[src/rtl/control_unit.sv]
// Hardwired Moore control sequencer for the bus-based 32-bit CPU.
// Steps fetch T0-T2, then opcode-selected execute steps T3-T7.
module control_unit #(
  parameter bit UNKNOWN_AS_NOP = 1'b1
) (
  input  logic       clk,
  input  logic       clr,
  input  logic [4:0] opcode,
  input  logic       con_out,
  input  logic       stop,
  output logic       run,
  output logic       pc_out,
  output logic       pc_enable,
  output logic       pc_increment,
  output logic       mdr_out,
  output logic       mdr_enable,
  output logic       mdr_read,
  output logic       mar_enable,
  output logic       ram_enable,
  output logic       ir_enable,
  output logic       y_enable,
  output logic       zlo_enable,
  output logic       zhi_enable,
  output logic       zlo_out,
  output logic       zhi_out,
  output logic       hi_enable,
  output logic       lo_enable,
  output logic       hi_out,
  output logic       lo_out,
  output logic       gra,
  output logic       grb,
  output logic       grc,
  output logic       r_in,
  output logic       r_out,
  output logic       ba_out,
  output logic       c_out,
  output logic       con_enable,
  output logic       inport_out,
  output logic       outport_enable
);

  typedef enum logic [3:0] {
    S_RESET, S_T0, S_T1, S_T2, S_T3,
    S_T4, S_T5, S_T6, S_T7, S_HALT
  } state_t;

  state_t state, next_state;

  logic ld, ldi, st, alu, imm, muldiv, negnot;
  logic br, jr, jal, in_op, out_op, mfhi, mflo;
  logic unk, hlt;
  logic in_t;
  logic [2:0] step, last;

  assign ld     = opcode == 5'd0;
  assign ldi    = opcode == 5'd1;
  assign st     = opcode == 5'd2;
  assign alu    = opcode >= 5'd3 && opcode <= 5'd11;
  assign imm    = opcode >= 5'd12 && opcode <= 5'd14;
  assign muldiv = opcode == 5'd15 || opcode == 5'd16;
  assign negnot = opcode == 5'd17 || opcode == 5'd18;
  assign br     = opcode == 5'd19;
  assign jr     = opcode == 5'd20;
  assign jal    = opcode == 5'd21;
  assign in_op  = opcode == 5'd22;
  assign out_op = opcode == 5'd23;
  assign mfhi   = opcode == 5'd24;
  assign mflo   = opcode == 5'd25;
  assign unk    = opcode >= 5'd28;
  assign hlt    = opcode == 5'd27 || (unk && !UNKNOWN_AS_NOP);

  assign in_t = state >= S_T0 && state <= S_T7;
  assign step = 3'(state - S_T0);

  // Final step index; nop, halt and undefined opcodes end at T2
  always_comb begin
    last = 3'd2;
    unique case (1'b1)
      alu, imm, ldi:               last = 3'd5;
      muldiv, br:                  last = 3'd6;
      ld, st:                      last = 3'd7;
      negnot, jal:                 last = 3'd4;
      jr, in_op, out_op, mfhi, mflo: last = 3'd3;
      default:                     last = 3'd2;
    endcase
  end

  always_ff @(posedge clk) begin
    if (clr) state <= S_RESET;
    else     state <= next_state;
  end

  always_comb begin
    next_state = state;
    if (state == S_RESET) begin
      next_state = S_T0;
    end else if (in_t) begin
      if (state == S_T2 && hlt)
        next_state = S_HALT;
      else if (step == last)
        next_state = stop ? S_HALT : S_T0;
      else
        next_state = state_t'(state + 4'd1);
    end
    if (clr) next_state = S_RESET;
  end

  always_comb begin
    run = in_t;
    pc_out = 1'b0; pc_enable = 1'b0; pc_increment = 1'b0;
    mdr_out = 1'b0; mdr_enable = 1'b0; mdr_read = 1'b0;
    mar_enable = 1'b0; ram_enable = 1'b0; ir_enable = 1'b0;
    y_enable = 1'b0; zlo_enable = 1'b0; zhi_enable = 1'b0;
    zlo_out = 1'b0; zhi_out = 1'b0;
    hi_enable = 1'b0; lo_enable = 1'b0;
    hi_out = 1'b0; lo_out = 1'b0;
    gra = 1'b0; grb = 1'b0; grc = 1'b0;
    r_in = 1'b0; r_out = 1'b0; ba_out = 1'b0; c_out = 1'b0;
    con_enable = 1'b0; inport_out = 1'b0; outport_enable = 1'b0;
    case (state)
      S_T0: begin
        pc_out = 1'b1; mar_enable = 1'b1; pc_increment = 1'b1;
      end
      S_T1: begin
        mdr_read = 1'b1; mdr_enable = 1'b1;
      end
      S_T2: begin
        mdr_out = 1'b1; ir_enable = 1'b1;
      end
      S_T3: begin
        unique case (1'b1)
          alu, imm:  begin grb = 1'b1; r_out = 1'b1; y_enable = 1'b1; end
          muldiv:    begin gra = 1'b1; r_out = 1'b1; y_enable = 1'b1; end
          negnot:    begin grb = 1'b1; r_out = 1'b1; zlo_enable = 1'b1; end
          ld, ldi, st: begin grb = 1'b1; ba_out = 1'b1; y_enable = 1'b1; end
          br:        begin gra = 1'b1; r_out = 1'b1; con_enable = 1'b1; end
          jr:        begin gra = 1'b1; r_out = 1'b1; pc_enable = 1'b1; end
          jal:       begin pc_out = 1'b1; grb = 1'b1; r_in = 1'b1; end
          in_op:     begin inport_out = 1'b1; gra = 1'b1; r_in = 1'b1; end
          out_op:    begin gra = 1'b1; r_out = 1'b1; outport_enable = 1'b1; end
          mfhi:      begin hi_out = 1'b1; gra = 1'b1; r_in = 1'b1; end
          mflo:      begin lo_out = 1'b1; gra = 1'b1; r_in = 1'b1; end
          default: ;
        endcase
      end
      S_T4: begin
        unique case (1'b1)
          alu:       begin grc = 1'b1; r_out = 1'b1; zlo_enable = 1'b1; end
          imm, ld, ldi, st: begin c_out = 1'b1; zlo_enable = 1'b1; end
          muldiv: begin
            grb = 1'b1; r_out = 1'b1;
            zlo_enable = 1'b1; zhi_enable = 1'b1;
          end
          negnot:    begin zlo_out = 1'b1; gra = 1'b1; r_in = 1'b1; end
          br:        begin pc_out = 1'b1; y_enable = 1'b1; end
          jal:       begin gra = 1'b1; r_out = 1'b1; pc_enable = 1'b1; end
          default: ;
        endcase
      end
      S_T5: begin
        unique case (1'b1)
          alu, imm, ldi: begin zlo_out = 1'b1; gra = 1'b1; r_in = 1'b1; end
          muldiv:    begin zlo_out = 1'b1; lo_enable = 1'b1; end
          ld, st:    begin zlo_out = 1'b1; mar_enable = 1'b1; end
          br:        begin c_out = 1'b1; zlo_enable = 1'b1; end
          default: ;
        endcase
      end
      S_T6: begin
        unique case (1'b1)
          muldiv:    begin zhi_out = 1'b1; hi_enable = 1'b1; end
          ld:        begin mdr_read = 1'b1; mdr_enable = 1'b1; end
          st:        begin gra = 1'b1; r_out = 1'b1; mdr_enable = 1'b1; end
          br:        begin zlo_out = 1'b1; pc_enable = con_out; end
          default: ;
        endcase
      end
      S_T7: begin
        unique case (1'b1)
          ld:        begin mdr_out = 1'b1; gra = 1'b1; r_in = 1'b1; end
          st:        ram_enable = 1'b1;
          default: ;
        endcase
      end
      default: ;
    endcase
  end

endmodule

[config.mk]
export PLATFORM = sky130hd
export DESIGN_NAME = control_unit
export DESIGN_NICKNAME = d
export VERILOG_FILES = /design/src/rtl/control_unit.sv
export SDC_FILE = /design/constraint.sdc
export NUM_CORES = 1
export LEC_CHECK = 0
export CAP_MARGIN = 0
export CORE_MARGIN = 2
export CORE_UTILIZATION = 48
export DETAILED_ROUTE_END_ITERATION = 10
export GPL_TIMING_DRIVEN = 1
export MAX_ROUTING_LAYER = met4
export PLACE_DENSITY = 0.87
export SETUP_SLACK_MARGIN = 0.02
export SLEW_MARGIN = 20
export SYNTH_ARGS = -nofsm -noshare
export SYNTH_HDL_FRONTEND = slang
export SYNTH_SLANG_ARGS = --single-unit
export TNS_END_PERCENT = 1
[constraint.sdc]
create_clock -name clk -period 3.35 [get_ports clk]
set_input_delay 0.67 -clock clk [delete_from_list [all_inputs] [get_ports clk]]
set_output_delay 0.67 -clock clk [all_outputs]
set_load 0.005 [all_outputs]
**Word-level counts from Yosys, hierarchy flattened**

Cells that the tools add are included.

- Logic and storage cells: 113
- Bits in writable memories: 0
- Latch bits: 0
- Bits in read-only memories: 0
- Output and inout bits: 29
- Memories kept: 0
- Flip-flop bits (word level): 4

- Shift operators: 0
- $lt $le $gt $ge: 6
- Div/mod/pow operators: 0
- Muxes and demuxes: 57
- $mul: 0
- Reduce and logical (&&, ||, !) cells: 23
- $add $sub $neg: 2
- Eq/ne operators: 23
- Bitwise gates (word level): 0

Operators with widths:

| operator | count |
|---|---|
| equality test 5 bit, second input constant | 11 |
| two-way mux 1 bit | 39 |
| OR reduction 7 bit | 3 |
| equality test 4 x 3 -> 1 bit, second input constant | 4 |
| case mux 1 bit (3 select lines) | 5 |
| case mux 3 bit (5 select lines) | 1 |
| case mux 1 bit (2 select lines) | 7 |
| two-way mux 4 bit | 3 |
| less-or-equal comparator 5 x 4 -> 1 bit, second input constant | 2 |
| OR reduction 3 bit | 3 |
| equality test 4 x 2 -> 1 bit, second input constant | 2 |
| OR reduction 2 bit | 4 |
| OR reduction 4 bit | 2 |
| OR reduction 6 bit | 1 |
| equality test 5 x 1 -> 1 bit, second input constant | 1 |
| equality test 5 x 2 -> 1 bit, second input constant | 1 |
| equality test 5 x 4 -> 1 bit, second input constant | 1 |
| >= comparator 5 x 2 -> 1 bit, second input constant | 1 |
| >= comparator 5 x 4 -> 1 bit, second input constant | 1 |
| logical NOT 5 bit | 1 |
| case mux 1 bit (5 select lines) | 1 |
| OR reduction 5 bit | 1 |
| adder 4 x 1 -> 4 bit, second input constant | 1 |
| equality test 4 x 1 -> 1 bit, second input constant | 1 |
| other kinds (10) | 14 |

**Logic depth before layout (Yosys ltp)**

- Word-level depth: 9
- Depth in mapped cells: 9
- Mapped depth without buffers: 7

**Least setup slack after synthesis**

Ideal clock, no wire load.

- Kind: input to output
- Start: input port opcode[2]
- End: output port gra
- Data required time: 2.680 ns
- Path slack: 0.901 ns
- Data arrival time: 1.779 ns
- Cell stages on the path: 7
- Buffers on the path: 1
- Cell sequence: buf_2 -> or3b_2 -> a21oi_1 -> nand2_1 -> o41ai_1 -> nor2_1 -> o211ai_1

- Word-level cells in the longest chain between the ends: 5
- Elaborated cells on any way between the ends: 31

Ends and longest elaborated chain:

| item | line | RTL |
|---|---|---|
| from (decl) | 8 | `input logic [4:0] opcode,` |
| >= comparator 5 x 2 -> 1 bit (tied with other cells) | 58 | `assign alu = opcode >= 5'd3 && opcode <= 5'd11;` |
| logical AND 1 bit (tied with other cells) | 58 |  |
| OR reduction 3 bit (tied with other cells) | - |  |
| two-way mux 1 bit, on equally long branches | 161, 131, 147 |  |
| case mux 1 bit (5 select lines) (*) | 120 | `case (state)` |
| to (decl) | 30 | `output logic gra,` |

Mark *: on every way between the ends. The rest lies on a longest branch, timed or not.

**Worst setup path in the final report**

- Start: input port opcode[4]
- End: output port c_out

- Word-level cells in the longest chain between the ends: 5
- Elaborated cells on any way between the ends: 11

Ends and longest elaborated chain:

| item | line | RTL |
|---|---|---|
| >= comparator 5 x 4 -> 1 bit / less-or-equal comparator 5 x 4 -> 1 bit (equally long branches) | 59 | `assign imm = opcode >= 5'd12 && opcode <= 5'd14;` |
| logical AND 1 bit | 59 |  |
| OR reduction 4 bit | - |  |
| two-way mux 1 bit | 147 | `unique case (1'b1)` |
| case mux 1 bit (2 select lines) (*) | 120 |  |
| to (decl) | 36 | `output logic c_out,` |

Marks and branches as above.

==> run_results.csv <==
group,metric,value,unit
status,status,"completed",
setup_path,startpoint_type,"primary input",
sta,hold_violations,0,
clock_network,cts_buffer_depth,2,
cells_and_area,antenna_cells,0,
routing,ant_nets,0,
pwr,power_frac_seq,0.179,
global_route,grt_pass1_wl,6410,um
yosys,avgSynthCellArea,6.11,um^2
clock_network,cts_tree,"built",
setup_path,timing.critical_path.buf_inv,2,
pwr,total_leakage_power,0.760,nW
sta,worst_slack,0.0783,ns
routing,drt-initial-drc-count,104,
cells_and_area,nNetsFinal,239,
sta,slew_headroom,0.504,
pwr,p_int,0.199,mW
clock_network,clk_latency,0.25,ns
cells_and_area,drive_above_1_share,0.246,
global_route,grt_remaining_overflow,0,
sta,timing.fmax,306,MHz
routing,drc_errors,0,
worst_hold_path,hp-start,"state[2]",
worst_hold_path,hold_path_class,"flip-flop to flip-flop",
placed_design,portBuffers,37,
sta,setup_viol_count_final,0,
die,ios,38,
pwr,power.share.clock,0.189,
setup_path,timing.rr.start,"state[0]",
pwr,p_sw,0.149,mW
sta,fin_setup_tns,0,ns
placed_design,dp_cells,248,
yosys,synth_nets,178,
cells_and_area,fill_cells,122,
setup_path,critPathCaptureType,"primary output",
pwr,vdd_drop_max,244,uV
clock_network,cts-root-buf,"clkbuf_4",
die,die_area,0.00248,mm^2
routing,vias,1555,
global_route,antenna_found_initial,0,
cells_and_area,top_register,"state",
routing,avgViaCountPerCell,6.20,
pwr,p_comb_frac,0.632,
sta,rsz0062_at_grt,"false",
yosys,netlist_area,0.00101,mm^2
routing,dr.pass1.iters,5,
setup_path,timing.critical_path.mode_cell,"clkdlybuf4s50_1",
cells_and_area,final_cell_mix,"31 x clkdlybuf4s50_1, 30 x buf_4, 23 x nand2_1",
setup_path,crit_path_top_delay_cell,"clkdlybuf4s50_1",
global_route,grt_use_total,0.343,
yosys,ys_types,49,
pwr,power,0.349,mW
die,initial_core_util,0.514,
sta,tightest_slew,0.737,ns
yosys,synth-seq-cells,4,
global_route,grt_max_degree,14,
placed_design,gp_congestion,1.00,
worst_hold_path,hold_path_depth,2,
setup_path,reg2regPathDepth,6,
routing,drt_wl_total,4210,um
cells_and_area,syn2layout_area_growth,65.0,%
cells_and_area,layout_commonest_cell,"clkdlybuf4s50_1",
die,core_area,0.00196,mm^2
pwr,swShare,0.429,
setup_path,cpPeakStageDelay,0.55,ns
clock_network,cts_max_level,1,
setup_path,startpoint,"opcode[4]",
sta,fin_crit_sh,0.977,
sta,slew_violations,0,
pwr,power.density,209,mW/mm^2
cells_and_area,largest_reg_flops,4,
clock_network,cts_buffers,3,
setup_path,crit_fanout,3,
sta,skew,0.00669,ns
clock_network,cts_hold_buf,0,
placed_design,dpl.hpwl,3060,um
setup_path,path_delay_family,"buffers and inverters",
yosys,yosysSeqAreaShare,0.0794,
placed_design,dp_slack,-0.0879,ns
setup_path,worstPathCellList,"clkdlybuf4s50_1, or3b_4, nor2_2, nand3_1, o41ai_2, clkdlybuf4s50_1",
cells_and_area,top_regs,"state: 4 flops",
setup_path,critical_path_class,"primary input to primary output",
sta,finalWorstPathRequiredPeriod,3.27,ns
clock_network,cts.sinks,4,
die,rows,16,
global_route,grt_pass1_vias,1389,
routing,routedWlPerCell,16.8,um
run,maxCapViolations,0,
die,die_h,49.8,um
setup_path,worstPathArrival,2.60,ns
setup_path,required,2.68,ns
clock_network,postCtsSetupRepairBufs,0,
cells_and_area,layout.cells.non_filler,251,
setup_path,critical_path_depth,6,
clock_network,clk_pin_slew,0.04,ns
yosys,synth_cells,165,
die,die_x,49.8,um
yosys,yosys_warnings,0,
metal layers:
layer	track usage	vias to the layer above	routed length, um
li1	-	703	-
met3	0.0364	27	400
met4	0.148	0	198
met5	-	-	0
met1	0.415	701	1560
met2	0.576	124	2060
Yosys cell counts, drive strengths merged:
cell,count,area [um^2]
ha,4,50.1
or3b,1,8.76
nor3b,1,7.51
o211ai,4,30.0
clkbuf,4,15.0
xor2,1,8.76
nor2b,3,18.8
a21boi,2,15.0
or3,1,6.26
dfxtp,4,80.1
nand2b,3,26.3
nand3b,1,7.51
a32oi,2,17.5
o22ai,1,6.26
nor2,24,90.1
or2,4,25.0
buf,8,48.8
a22oi,1,7.51
or4,2,18.8
a211oi,3,22.5
o41ai,2,17.5
nand4,1,12.5
a21o,1,7.51
nand2,25,98.8
a31oi,2,12.5
nand3,11,55.1
a41oi,1,8.76
o21ai,7,35.0
and2,5,31.3
o2bb2ai,1,8.76
o41a,1,11.3
mux2i,3,30.0
nor4,3,18.8
and3b,1,8.76
o31ai,2,15.0
inv,9,33.8
nor3,4,20.0
a21oi,8,40.0
and3,1,6.26
xnor2,3,26.3
power by group through the flow:
stage	sequential (mW)	clock (mW)	combinational, mW
after CTS	0.0613	0.0668	0.210
after global routing	0.0621	0.0687	0.237
final	0.0623	0.0661	0.220
after global placement	0.0616	0	0.199
after floorplan	0.0577	0	0.120
after detailed placement	0.0621	0	0.208
worst paths after layout:
path	to	slack, ns
max	c_out	0.08
min	state[2]	0.59
max reg2reg	state[0]	1.22
min reg2reg	state[2]	0.59
area by class of cell:
type                    count  area [um^2]  share of cell area
multi-input cells         140          876               0.526
repair buffers             68          618               0.371
flip-flops and latches      4         80.1              0.0481
inverters                   9         33.8              0.0203
well taps                  27         33.8              0.0203
clock buffers               3         22.5              0.0135
worst register-to-register path: cells and delay by family (launching register included):
family	cells	cell delay, ns
simple gates	3	0.78
buf+inv	1	0.13
flops	1	0.44
fa+ha+maj	1	0.34
compound gates	1	0.32
cells by family (layout without fill, tap and decap cells):
logic type | after synthesis | after routing | share of synthesized area
compound gates | 38 | 38 | 0.253
xor+xnor | 4 | 4 | 0.0347
mux | 3 | 3 | 0.0298
simple gates | 91 | 91 | 0.457
buf+inv | 21 | 80 | 0.0968
fa+ha+maj | 4 | 4 | 0.0496
flops | 4 | 4 | 0.0794
timing repair:
action,CTS,global route
endpoints found under the setup margin,7,15
pin swaps,0,1
endpoints found under the hold margin,0,0
resized for setup,4,16
metrics by stage:
stage                     hold slack (ns)  area, um^2  utilization
after global placement              0.546        1580        0.806
after floorplan                     0.515        1010            -
after detailed placement            0.573        1580        0.806
after CTS                           0.583        1610        0.823
final                               0.595        1660        0.848
after global routing                0.632        1660        0.848
(Power assumes the default switching activity.)
